File: config.mk
export PLATFORM = sky130hd
export DESIGN_NAME = ram_dual_stream_reader_flat
export DESIGN_NICKNAME = d
export VERILOG_FILES = /design/src/rtl/ram_dual_stream_reader_if.sv /design/src/rtl/ram_dual_stream_reader.sv /design/src/flat_wrapper.sv
export SDC_FILE = /design/constraint.sdc
export NUM_CORES = 1
export LEC_CHECK = 0
export ABC_AREA = 0
export BUFFER_PORTS_ARGS = -buffer_cell sky130_fd_sc_hd__buf_2
export CAP_MARGIN = 15
export CELL_PAD_IN_SITES_DETAIL_PLACEMENT = 0
export CELL_PAD_IN_SITES_GLOBAL_PLACEMENT = 1
export CORE_ASPECT_RATIO = 0.9
export CORE_MARGIN = 2
export CORE_UTILIZATION = 26
export DETAILED_ROUTE_END_ITERATION = 8
export MAX_ROUTING_LAYER = met4
export PLACE_DENSITY_LB_ADDON = 0.1
export SLEW_MARGIN = 30
export SYNTH_ARGS = -nofsm -noshare
export SYNTH_HDL_FRONTEND = slang
export SYNTH_SLANG_ARGS = --single-unit
File: constraint.sdc
create_clock -name clk -period 1.7 [get_ports clk]
set_input_delay 0.51 -clock clk [delete_from_list [all_inputs] [get_ports clk]]
set_output_delay 0.51 -clock clk [all_outputs]
set_load 0.005 [all_outputs]
File: src/rtl/ram_dual_stream_reader_if.sv
// ram_dual_stream_reader_if: command, RAM read-port and output-stream signals of the dual-port RAM reader.
interface ram_dual_stream_reader_if #(parameter int AW = 6, parameter int DW = 16);
   logic          cmd_valid;
   logic          cmd_ready;
   logic [AW-1:0] cmd_addr;
   logic [AW:0]   cmd_len;
   logic          ram_en;
   logic [AW-1:0] ram_addra;
   logic [AW-1:0] ram_addrb;
   logic [DW-1:0] ram_doa;
   logic [DW-1:0] ram_dob;
   logic          m_valid;
   logic          m_ready;
   logic [2*DW-1:0] m_data;
   logic [1:0]    m_keep;
   logic          m_last;
   logic          busy;
   modport master (
      input  cmd_valid, cmd_addr, cmd_len, ram_doa, ram_dob, m_ready,
      output cmd_ready, ram_en, ram_addra, ram_addrb, m_valid, m_data, m_keep, m_last, busy
   );
   modport slave (
      output cmd_valid, cmd_addr, cmd_len, ram_doa, ram_dob, m_ready,
      input  cmd_ready, ram_en, ram_addra, ram_addrb, m_valid, m_data, m_keep, m_last, busy
   );
endinterface

File: src/rtl/ram_dual_stream_reader.sv
// ram_dual_stream_reader: streams (addr,len) commands from a dual-port RAM as two-word beats.
// Define RAM_READER_BEAT_CNT_EN to add the saturating beat_count output.
module ram_dual_stream_reader #(
   parameter int AW = 6,
   parameter int DW = 16
) (
   input  logic clk,
   input  logic rst,
   ram_dual_stream_reader_if.master bus
`ifdef RAM_READER_BEAT_CNT_EN
   , output logic [15:0] beat_count
`endif
);
   typedef enum logic [1:0] {IDLE, STREAM, DRAIN} state_t;
   state_t state, state_n;
   logic [AW-1:0] ptr;
   logic [AW:0]   rem;
   logic          m_valid, m_last;
   logic [1:0]    m_keep;
   logic          accept, issue, hs;
   assign bus.cmd_ready = (state == IDLE) && !rst;
   assign accept        = bus.cmd_valid && bus.cmd_ready;
   assign hs            = m_valid && bus.m_ready;
   // Holding ram_en low under backpressure freezes the RAM read registers, keeping m_data stable.
   assign issue         = (state == STREAM) && !rst && (!m_valid || bus.m_ready);
   assign bus.ram_en    = issue;
   assign bus.ram_addra = rst ? '0 : ptr;
   assign bus.ram_addrb = rst ? '0 : ptr + AW'(1);
   assign bus.m_valid   = m_valid;
   assign bus.m_data    = {bus.ram_dob, bus.ram_doa};
   assign bus.m_keep    = m_keep;
   assign bus.m_last    = m_last;
   assign bus.busy      = state != IDLE;
   always_comb begin
      state_n = state;
      unique case (state)
         IDLE:    state_n = (accept && bus.cmd_len != '0) ? STREAM : IDLE;
         STREAM:  state_n = (issue && rem <= (AW+1)'(2)) ? DRAIN : STREAM;
         DRAIN:   state_n = (hs && m_last) ? IDLE : DRAIN;
         default: state_n = IDLE;
      endcase
   end
   always_ff @(posedge clk) begin
      if (rst) begin
         state   <= IDLE;
         ptr     <= '0;
         rem     <= '0;
         m_valid <= 1'b0;
         m_keep  <= 2'b00;
         m_last  <= 1'b0;
      end else begin
         state <= state_n;
         if (accept) begin
            ptr <= bus.cmd_addr;
            rem <= bus.cmd_len;
         end
         if (issue) begin
            ptr     <= ptr + AW'(2);
            rem     <= (rem > (AW+1)'(2)) ? rem - (AW+1)'(2) : '0;
            m_valid <= 1'b1;
            m_keep  <= (rem == (AW+1)'(1)) ? 2'b01 : 2'b11;
            m_last  <= rem <= (AW+1)'(2);
         end else if (hs) begin
            m_valid <= 1'b0;
         end
      end
   end
`ifdef RAM_READER_BEAT_CNT_EN
   always_ff @(posedge clk) begin
      if (rst) beat_count <= '0;
      else if (hs && beat_count != 16'hFFFF) beat_count <= beat_count + 16'd1;
   end
`endif
endmodule
File: src/flat_wrapper.sv
// flat-port wrapper written by rule: the top's interface ports become plain ports
module ram_dual_stream_reader_flat 
#(
   parameter int AW = 6,
   parameter int DW = 16
)
  (clk, rst, bus_cmd_valid, bus_cmd_addr, bus_cmd_len, bus_ram_doa, bus_ram_dob, bus_m_ready, bus_cmd_ready, bus_ram_en, bus_ram_addra, bus_ram_addrb, bus_m_valid, bus_m_data, bus_m_keep, bus_m_last, bus_busy);
  ram_dual_stream_reader_if #(.AW(AW), .DW(DW)) bus_i ();
  input  logic clk;
  input  logic rst;
  input wire logic [$bits(bus_i.cmd_valid)-1:0] bus_cmd_valid;
  input wire logic [$bits(bus_i.cmd_addr)-1:0] bus_cmd_addr;
  input wire logic [$bits(bus_i.cmd_len)-1:0] bus_cmd_len;
  input wire logic [$bits(bus_i.ram_doa)-1:0] bus_ram_doa;
  input wire logic [$bits(bus_i.ram_dob)-1:0] bus_ram_dob;
  input wire logic [$bits(bus_i.m_ready)-1:0] bus_m_ready;
  output wire logic [$bits(bus_i.cmd_ready)-1:0] bus_cmd_ready;
  output wire logic [$bits(bus_i.ram_en)-1:0] bus_ram_en;
  output wire logic [$bits(bus_i.ram_addra)-1:0] bus_ram_addra;
  output wire logic [$bits(bus_i.ram_addrb)-1:0] bus_ram_addrb;
  output wire logic [$bits(bus_i.m_valid)-1:0] bus_m_valid;
  output wire logic [$bits(bus_i.m_data)-1:0] bus_m_data;
  output wire logic [$bits(bus_i.m_keep)-1:0] bus_m_keep;
  output wire logic [$bits(bus_i.m_last)-1:0] bus_m_last;
  output wire logic [$bits(bus_i.busy)-1:0] bus_busy;
  assign bus_i.cmd_valid = bus_cmd_valid;
  assign bus_i.cmd_addr = bus_cmd_addr;
  assign bus_i.cmd_len = bus_cmd_len;
  assign bus_i.ram_doa = bus_ram_doa;
  assign bus_i.ram_dob = bus_ram_dob;
  assign bus_i.m_ready = bus_m_ready;
  assign bus_cmd_ready = bus_i.cmd_ready;
  assign bus_ram_en = bus_i.ram_en;
  assign bus_ram_addra = bus_i.ram_addra;
  assign bus_ram_addrb = bus_i.ram_addrb;
  assign bus_m_valid = bus_i.m_valid;
  assign bus_m_data = bus_i.m_data;
  assign bus_m_keep = bus_i.m_keep;
  assign bus_m_last = bus_i.m_last;
  assign bus_busy = bus_i.busy;
  ram_dual_stream_reader #(.AW(AW), .DW(DW)) u_core (.clk(clk), .rst(rst), .bus(bus_i));
endmodule
==> results of run 1 <==
## what timing repair did
action,CTS,global route
setup endpoints to repair,12,12
pin swaps,8,5
buffers inserted,3,3
gates resized for setup,16,12
## through the flow
step | setup TNS [ns] | area [um^2] | std cells | worst slack (ns)
final | -0.381 | 1670 | 262 | -0.138
after floorplan | 0 | 1320 | 168 | 0.0412
after detailed placement | -1.06 | 1470 | 253 | -0.131
after global placement | -0.693 | 1470 | 253 | -0.103
after global routing | -0.839 | 1670 | 262 | -0.230
after CTS | -0.446 | 1610 | 260 | -0.136
## tightest hold or removal path, stage by stage (launching register included)
cell	delay, ns
dfxtp_1	0.33
nor2_1	0.04
nor2_1	0.06
## Yosys cell counts (4+ instances only)
cell     number  area [um^2]
a21oi_1      11         55.1
a22oi_1       6         45.0
buf_4        32          240
dfxtp_1      19          380
inv_1         4         15.0
nand2_1      15         56.3
nand3_1       4         20.0
nor2_1       15         56.3
nor2b_1       6         37.5
nor3_1        6         30.0
o21ai_0       4         20.0
## flip-flops by register name (all words and copies together) (netlist names)
register            flops
u_core.rem              7
u_core.state            2
u_core.bus.m_valid      1
u_core.bus.m_last       1
u_core.bus.m_keep       2
u_core.ptr              6
## layout make-up
type	count	area, um^2
Clock buffer	3	41.3
Clock inverter	1	5.00
Fill cell	551	3200
Inverter	4	15.0
Multi-Input combinational cell	109	737
Sequential cell	19	388
Tap cell	65	81.3
Timing Repair Buffer	61	398
## logic make-up (layout without fill, tap and decap cells)
logic type / count (synthesis) / in the layout / share of synthesized area (%)
fa+ha+maj: 3 / 3 / 2.85
xor+xnor: 6 / 6 / 3.99
buf+inv: 40 / 69 / 20.6
simple gates: 65 / 65 / 26.7
compound gates: 35 / 35 / 16.9
flops: 19 / 19 / 28.9
## cells in the final DEF (no fill, tap or decap), types with 2 or more instances in the layout
master    instances
nand2_2           2
nor2_1           15
buf_2            33
nor2b_1           3
or4_1             2
nand2b_1          3
ha_4              2
o21ai_0           4
dfxtp_2           3
nor2b_2           2
xor2_1            3
nand3_1           3
a22oi_1           6
dfxtp_1          15
inv_1             4
buf_6             6
buf_4            22
nand2_1          13
a31oi_1           2
clkbuf_8          3
nor3_1            5
o311ai_0          2
xnor2_1           3
a21oi_1          10
o22ai_1           3
a211oi_1          2
## worst max-delay path by stage
stage                                from                          to  slack, ns  depth (start not counted)
2_1_floorplan                         rst            bus_ram_addrb[2]       0.04                          3
3_3_place_gp                  bus_m_ready  u_core.ptr[5]$_SDFFE_PP0P_      -0.10                          5
3_5_place_dp                          rst  u_core.ptr[5]$_SDFFE_PP0P_      -0.13                          6
4_1_cts        u_core.ptr[2]$_SDFFE_PP0P_            bus_ram_addrb[5]      -0.14                          6
5_1_grt        u_core.ptr[2]$_SDFFE_PP0P_            bus_ram_addrb[5]      -0.23                          6
6_report       u_core.ptr[1]$_SDFFE_PP0P_            bus_ram_addrb[3]      -0.14                          7
## per-layer routing
metal | track usage [%] | vias to the layer above | part of all wire (%)
met5 | - | - | 0
li1 | - | 619 | -
met3 | 3.27 | 37 | 8.1
met4 | 8.81 | 0 | 4.5
met2 | 21.9 | 44 | 43
met1 | 16.9 | 587 | 44
## power breakdown
part           switching (mW)  internal, mW  total (mW)  leakage (nW)
combinational           0.386         0.382       0.769         0.524
clock                   0.163         0.163       0.326        0.0255
sequential             0.0702         0.525       0.596         0.158
==> reports/results.ini, run 1 <==
[finish]
drive_above_1_share_pct=43.7
syn2layout_area_growth_pct=26.5
n_antenna_cell=0
nets=250
fin_util_pct=34.2

[placement]
place_hpwl_um=2920
place.gp.congestion=0.781
io_buffers=35

[sta]
max_freq_mhz=544
worst_pin_slew_ns=0.449
finalWorstSetupSlack_ns=-0.138
hold_viol=0
period_needed_ns=1.84
maxSlewViolCount=0
fin_skew_ns=0.00310
whs_ns=0.469
finalCritPeriodShare_pct=108
rsz0062_at_grt=true
setup-violations-final=5
maxSlewHeadroom_pct=70.1

[worst_setup_path]
path_max_fanout=2
cpPeakStageDelay_ns=0.34
path_class=reg -> out
required_ns=1.19
crit_family=buffers and inverters
crit_chain=ha_4, buf_4, buf_6, nand2_2, xnor2_1, nor2_1, buf_2
cp_data_arrival_time_ns=1.33
startpoint_type=flip-flop
crit_buf_inv=3
ff2ff_setup_slack_ns=0.09
rr_endpoint=u_core.ptr[4]$_SDFFE_PP0P_
worst_path_max_delay_cell=dfxtp_2
timing.rr.start=u_core.state[1]$_SDFF_PP0_
endpoint_kind=output pin
reg2reg_depth=5

[clock_network]
insertion_delay_ns=0.26
cts_tree=built
cts_hold_buf=0
clkSlewWorstSetupHoldPaths_ns=0.08
clockBufferDepth=2
cts_root_buffer=clkbuf_8
clock-sinks=19
cts_buffers=3
cts_htree_levels=1

[floorplan]
fp.dieW_um=79
start_util_pct=27.1
die_h_um=71.5
ios=100
dieArea_um2=5650
num_rows=24
core-area_um2=4860

[synthesis]
synth_edf_count=0
avgSynthCellArea_um2=7.83
netlist_area_um2=1320
async_reset_ff_share_pct=0
yosys_register_bits=19
postSynthCellCount=168
yosys_warnings=0
synth_fp_nets=220
synth.distinct_cells=41
synthFlopType=dfxtp_1
ys_seq_area_share_pct=28.9

[pwr]
irDropWorstVdd_uv=328
powerDensity_nw_per_um2=1010
p_total_mw=1.69
power_leakage_nw=0.707

[global_routing]
grt-ovfl-total=0
grt_usage_pct=14.2
grt_pass1_vias=1316
grt_pass1_wl_um=6210
grt_max_degree=15
antenna_found_initial=0

[detailed_routing]
drtIter0Drc=32
final_antenna_net_count=0
firstDrtPassIters=3
vias_per_cell=4.91
dr_total_vias=1287
postRouteWirelength_um=3860
post_drt_wl_per_cell_um=14.7
drc=0

[min_path]
min_to=u_core.bus.m_keep[0]$_SDFFE_PP0N_
holdCritPathClass=reg -> reg
min_from=u_core.bus.m_keep[0]$_SDFFE_PP0N_
hold-path-cell-count=2

[run]
drv_cap=0

[status]
status=finished with violations
violations=negative setup slack

Note: power is estimated with default switching activity, not from simulation.
==> run 2: changes to the inputs <==
--- a/config.mk
+++ b/config.mk
@@ -16,6 +16,8 @@
 export DETAILED_ROUTE_END_ITERATION = 8
 export MAX_ROUTING_LAYER = met4
 export PLACE_DENSITY_LB_ADDON = 0.1
+export RECOVER_POWER = 50
+export REMOVE_ABC_BUFFERS = 1
 export SLEW_MARGIN = 30
 export SYNTH_ARGS = -nofsm -noshare
 export SYNTH_HDL_FRONTEND = slang
==> constraint.sdc (replaced) <==
create_clock -name clk -period 1.7 [get_ports clk]
set_input_delay 0 -clock clk [delete_from_list [all_inputs] [get_ports clk]]
set_output_delay 0 -clock clk [all_outputs]
set_load 0.005 [all_outputs]
==> reports/results.ini, run 2 (synthesis gave the netlist of run 1 again) <==
[clock_network]
insertion_delay_ns=0.25  ; about the same
post_cts_buffers=0  ; -3
cts_htree_levels=1  ; unchanged
cts_root_buffer=clkbuf_8
clockBufferDepth=2  ; unchanged
cts_tree=built
cts_buffers=3  ; unchanged
clkSlewWorstSetupHoldPaths_ns=0.07  ; about the same
clock-sinks=19  ; unchanged

[min_path]
min_from=bus_ram_doa[2]
min_to=bus_m_data[2]
hold-path-cell-count=0  ; -2
holdCritPathClass=in -> out

[placement]
io_buffers=35  ; unchanged
place_hpwl_um=3750  ; +28%
place.gp.congestion=0.808  ; +3.5%

[floorplan]
die_h_um=71.5  ; unchanged
num_rows=24  ; unchanged
ios=100  ; unchanged
core-area_um2=4860  ; unchanged
fp.dieW_um=79  ; unchanged
start_util_pct=27.1  ; unchanged
dieArea_um2=5650  ; unchanged

[pwr]
power_leakage_nw=0.614  ; -13%
powerDensity_nw_per_um2=1060  ; +3.9%
p_total_mw=1.55  ; -8.3%
irDropWorstVdd_uv=287  ; -12%

[sta]
worst_pin_slew_ns=0.448  ; -0.000869 ns
maxSlewHeadroom_pct=69.9  ; -0.14 points
whs_ns=0.000104  ; -0.469 ns
period_needed_ns=1.53  ; -0.311 ns
setup-tns-final_ns=0  ; +0.381 ns
fin_skew_ns=0.00196  ; -0.00114 ns
finalCritPeriodShare_pct=89.8  ; -18 points
setup-violations-final=0  ; -5
rsz0062_at_grt=false
maxSlewViolCount=0  ; unchanged
hold_viol=0  ; unchanged
max_freq_mhz=655  ; +20%

[global_routing]
antenna_found_initial=0  ; unchanged
grt_max_degree=18  ; +3
grt_usage_pct=18.2  ; +4.0 points
grt-ovfl-total=0  ; unchanged
grt_pass1_vias=1221  ; -7.2%
grt_pass1_wl_um=7420  ; +19%

[finish]
reg.largest.list=u_core.rem: 7 flops, u_core.ptr: 6 flops
n_antenna_cell=0  ; unchanged
syn2layout_area_growth_pct=11.6
nets=237  ; -5.2%
drive_above_1_share_pct=28.3  ; -15 points
largest_reg_flops=7  ; unchanged
largest-register=u_core.rem
final_common_cell=buf_2
final_cell_mix=33 x buf_2, 19 x dfxtp_1, 15 x nor2_1, 15 x nand2_1
filler_cell_count=561  ; +1.8%

[worst_setup_path]
endpoint_kind=flip-flop
required_ns=1.88  ; +0.69 ns
worst_path_max_delay_cell=or4_1
cp_data_arrival_time_ns=1.71  ; +0.38 ns
cpPeakStageDelay_ns=0.51  ; +0.17 ns
startpoint_type=flip-flop
path_class=reg -> reg
crit_chain=and2b_1, nand2_1, or4_1, a31oi_1
timing.rr.start=u_core.state[0]$_SDFF_PP0_
ff2ff_setup_slack_ns=0.17  ; +0.08 ns
path_max_fanout=7  ; +5
reg2reg_depth=4  ; -1
rr_endpoint=u_core.ptr[4]$_SDFFE_PP0P_

[status]
status=finished, final reports clean

[detailed_routing]
drc=0  ; unchanged
dr_total_vias=1274  ; -1.0%
drtIter0Drc=34  ; +6.3%
final_antenna_net_count=0  ; unchanged
vias_per_cell=5.12  ; +4.2%
post_drt_wl_per_cell_um=19.5  ; +32%
firstDrtPassIters=4  ; +1
postRouteWirelength_um=4850  ; +26%

[run]
drv_cap=0  ; unchanged

## run 2: cell types whose count changed in the layout (fill, tap and decap cells not counted), moves of 2 or more
cell           previous run  this run
buf_6                     6         0
buf_4                    22        11
ha_4                      2         0
dlygate4sd3_1             0         2
dfxtp_2                   3         0
nor2b_2                   2         0
nand2_1                  13        15
clkbuf_1                  0         3
nor2b_1                   3         6
dfxtp_1                  15        19
nand2_2                   2         0
## run 2: where the power goes
group	total (mW)	internal [mW]	switching [mW]
Combinational	0.623	0.295	0.327
Sequential	0.606	0.521	0.0855
Clock	0.321	0.167	0.154
Total	1.55	0.982	0.567
## run 2: per-stage QoR
step	worst slack [ns]	cells	area, um^2	util (%)
3_5_place_dp	0.180	243	1400	28.8
3_3_place_gp	0.236	243	1400	28.8
5_1_grt	0.0244	249	1470	30.2
6_report	0.173	249	1470	30.2
4_1_cts	0.0772	249	1460	30.1
2_1_floorplan	-0.0709	132	1060	-
## run 2: timing repair
action | CTS | global route
hold endpoints to repair | 2 | 0
endpoints found under the setup margin | 0 | 2
hold buffers | 2 | 0
gates resized for setup | 0 | 2
## run 2: final cells by class
class,instances,area [um^2],share of cell area [%]
tap,65,81.3,5.54
clock buffer,4,45.0,3.07
multi-input combinational,109,672,45.7
inverter,4,15.0,1.02
sequential,19,380,25.9
timing repair buffer,48,275,18.7
## run 2: metal layers
layer	global-route usage (%)	part of all wire, %	vias up
met1	24.4	45	597
met3	12.6	16	4
met2	21.8	38	83
li1	-	-	590
met5	-	0	-
met4	4.21	0.87	0
## run 2: how the worst max path moves through the flow
stage,from,end,slack [ns],depth (start not counted)
2_1_floorplan,u_core.state[1]$_SDFF_PP0_,u_core.rem[1]$_SDFFE_PP0P_,-0.07,4
3_3_place_gp,u_core.state[1]$_SDFF_PP0_,u_core.ptr[4]$_SDFFE_PP0P_,0.24,4
3_5_place_dp,u_core.state[0]$_SDFF_PP0_,u_core.rem[1]$_SDFFE_PP0P_,0.18,4
4_1_cts,u_core.state[0]$_SDFF_PP0_,bus_ram_en,0.08,3
5_1_grt,u_core.ptr[2]$_SDFFE_PP0P_,bus_ram_addrb[5],0.02,6
6_report,u_core.state[0]$_SDFF_PP0_,u_core.ptr[4]$_SDFFE_PP0P_,0.17,4
## run 2: critical path: cells and delay by family (launching register included)
family | cells | cell delay [ns]
AOI/OAI and AO/OA | 1 | 0.17
DFF | 1 | 0.44
and+or+nand+nor | 3 | 0.84
==> run 3: changes to the inputs <==
--- a/config.mk
+++ b/config.mk
@@ -16,7 +16,7 @@
 export DETAILED_ROUTE_END_ITERATION = 8
 export MAX_ROUTING_LAYER = met4
 export PLACE_DENSITY_LB_ADDON = 0.1
-export RECOVER_POWER = 50
+export RECOVER_POWER = 25
 export REMOVE_ABC_BUFFERS = 1
 export SLEW_MARGIN = 30
 export SYNTH_ARGS = -nofsm -noshare
==> reports/results.ini, run 3 (synthesis gave the netlist of run 1 again) <==
[finish]
syn2layout_area_growth_pct=11.8
final_cell_mix=35 x buf_2, 19 x dfxtp_1, 15 x nor2_1, 15 x nand2_1
largest_reg_flops=7  ; unchanged
n_antenna_cell=0  ; unchanged
final_common_cell=buf_2
fin_util_pct=30.2  ; +0.051 points
nets=237  ; unchanged
largest-register=u_core.rem
drive_above_1_share_pct=29.3  ; +1.1 points
reg.largest.list=u_core.rem: 7 flops, u_core.ptr: 6 flops

[global_routing]
antenna_found_initial=0  ; unchanged
grt_usage_pct=18.2  ; unchanged
grt_pass1_wl_um=7420  ; unchanged
grt_pass1_vias=1221  ; unchanged
grt-ovfl-total=0  ; unchanged
grt_max_degree=18  ; unchanged

[sta]
setup-tns-final_ns=0  ; unchanged
period_needed_ns=1.53  ; unchanged
maxSlewViolCount=0  ; unchanged
fin_skew_ns=0.00196  ; unchanged
whs_ns=0.000104  ; unchanged
hold_viol=0  ; unchanged
finalCritPeriodShare_pct=89.8  ; unchanged
setup-violations-final=0  ; unchanged
worst_pin_slew_ns=0.448  ; unchanged
max_freq_mhz=655  ; unchanged
rsz0062_at_grt=false
finalWorstSetupSlack_ns=0.173  ; unchanged
maxSlewHeadroom_pct=69.9  ; unchanged

[detailed_routing]
vias_per_cell=5.12  ; unchanged
drc=0  ; unchanged
final_antenna_net_count=0  ; unchanged
dr_total_vias=1274  ; unchanged
post_drt_wl_per_cell_um=19.5  ; unchanged
postRouteWirelength_um=4850  ; unchanged
firstDrtPassIters=4  ; unchanged
drtIter0Drc=34  ; unchanged

[min_path]
holdCritPathClass=in -> out
hold-path-cell-count=0  ; unchanged
min_to=bus_m_data[2]
min_from=bus_ram_doa[2]

[floorplan]
ios=100  ; unchanged
core-area_um2=4860  ; unchanged
start_util_pct=27.1  ; unchanged
dieArea_um2=5650  ; unchanged
num_rows=24  ; unchanged
die_h_um=71.5  ; unchanged
fp.dieW_um=79  ; unchanged

[clock_network]
clkSlewWorstSetupHoldPaths_ns=0.07  ; about the same
post_cts_buffers=0  ; unchanged
cts_tree=built
cts_htree_levels=1  ; unchanged
cts_root_buffer=clkbuf_8
clock-sinks=19  ; unchanged
insertion_delay_ns=0.25  ; about the same
clockBufferDepth=2  ; unchanged
cts_buffers=3  ; unchanged

[worst_setup_path]
startpoint_type=flip-flop
endpoint_kind=flip-flop
reg2reg_depth=4  ; unchanged
cpPeakStageDelay_ns=0.51  ; about the same
path_class=reg -> reg
required_ns=1.88  ; about the same
rr_endpoint=u_core.ptr[4]$_SDFFE_PP0P_
crit_chain=and2b_1, nand2_1, or4_1, a31oi_1
worst_path_max_delay_cell=or4_1
ff2ff_setup_slack_ns=0.17  ; about the same
cp_data_arrival_time_ns=1.71  ; about the same
timing.rr.start=u_core.state[0]$_SDFF_PP0_
path_max_fanout=7  ; unchanged

[status]
status=finished, final reports clean

[placement]
place.gp.congestion=0.808  ; unchanged
place_hpwl_um=3750  ; unchanged
io_buffers=35  ; unchanged
pre_cts_ws_ns=0.180  ; unchanged

[pwr]
irDropWorstVdd_uv=287  ; unchanged
power_leakage_nw=0.621  ; +1.2%
p_total_mw=1.55  ; +0.14%
powerDensity_nw_per_um2=1050  ; about the same

[run]
drv_cap=0  ; unchanged

## run 3: cell count changes in the layout (fill, tap and decap cells not counted)
cell,delta
buf_2,+2
clkbuf_1,-2
## run 3: worst max-delay path, delay by kind of cell, from the launching register on
family	cells	cell delay, ns
AO/OA/AOI/OAI	1	0.17
flip-flops	1	0.44
AND/OR/NAND/NOR	3	0.84
## run 3: final cells by class
| class | count | area [um^2] |
|---|---|---|
| clock buffer | 4 | 45.0 |
| fill | 562 | 3390 |
| inverter | 4 | 15.0 |
| multi-input combinational | 109 | 672 |
| sequential | 19 | 380 |
| tap | 65 | 81.3 |
| timing repair buffer | 48 | 278 |
## run 3: where the power goes
part           internal [mW]  leakage [nW]  switching [mW]  total, mW
registers              0.521         0.156          0.0853      0.606
logic                  0.298         0.443           0.327      0.625
clock network          0.167        0.0228           0.154      0.321
total                  0.985         0.621           0.567       1.55
## run 3: worst max path at each step
stage / to / cells after the start / slack [ns] / startpoint
final: u_core.ptr[4]$_SDFFE_PP0P_ / 4 / 0.17 / u_core.state[0]$_SDFF_PP0_
after global routing: bus_ram_addrb[5] / 6 / 0.02 / u_core.ptr[2]$_SDFFE_PP0P_
after global placement: u_core.ptr[4]$_SDFFE_PP0P_ / 4 / 0.24 / u_core.state[1]$_SDFF_PP0_
after floorplan: u_core.rem[1]$_SDFFE_PP0P_ / 4 / -0.07 / u_core.state[1]$_SDFF_PP0_
after detailed placement: u_core.rem[1]$_SDFFE_PP0P_ / 4 / 0.18 / u_core.state[0]$_SDFF_PP0_
after CTS: bus_ram_en / 3 / 0.08 / u_core.state[0]$_SDFF_PP0_
## run 3: metal layers
metal / vias up / share of wire [%] / wire length, um / track usage, %
met5: - / 0 / 0 / -
met4: 0 / 0.87 / 42 / 4.21
met3: 4 / 16 / 775 / 12.6
met2: 83 / 38 / 1840 / 21.8
met1: 597 / 45 / 2190 / 24.4
li1: 590 / - / - / -
## run 3: repair_timing
action	in CTS	in global routing
endpoints found under the hold margin	2	0
endpoints found under the setup margin	0	2
gates resized for setup	0	2
hold buffers	2	0
## run 3: per-stage QoR
step	area, um^2	std cells
finish	1470	249
global route	1470	249
CTS	1460	249
detailed placement	1400	243
global placement	1400	243
floorplan	1060	132
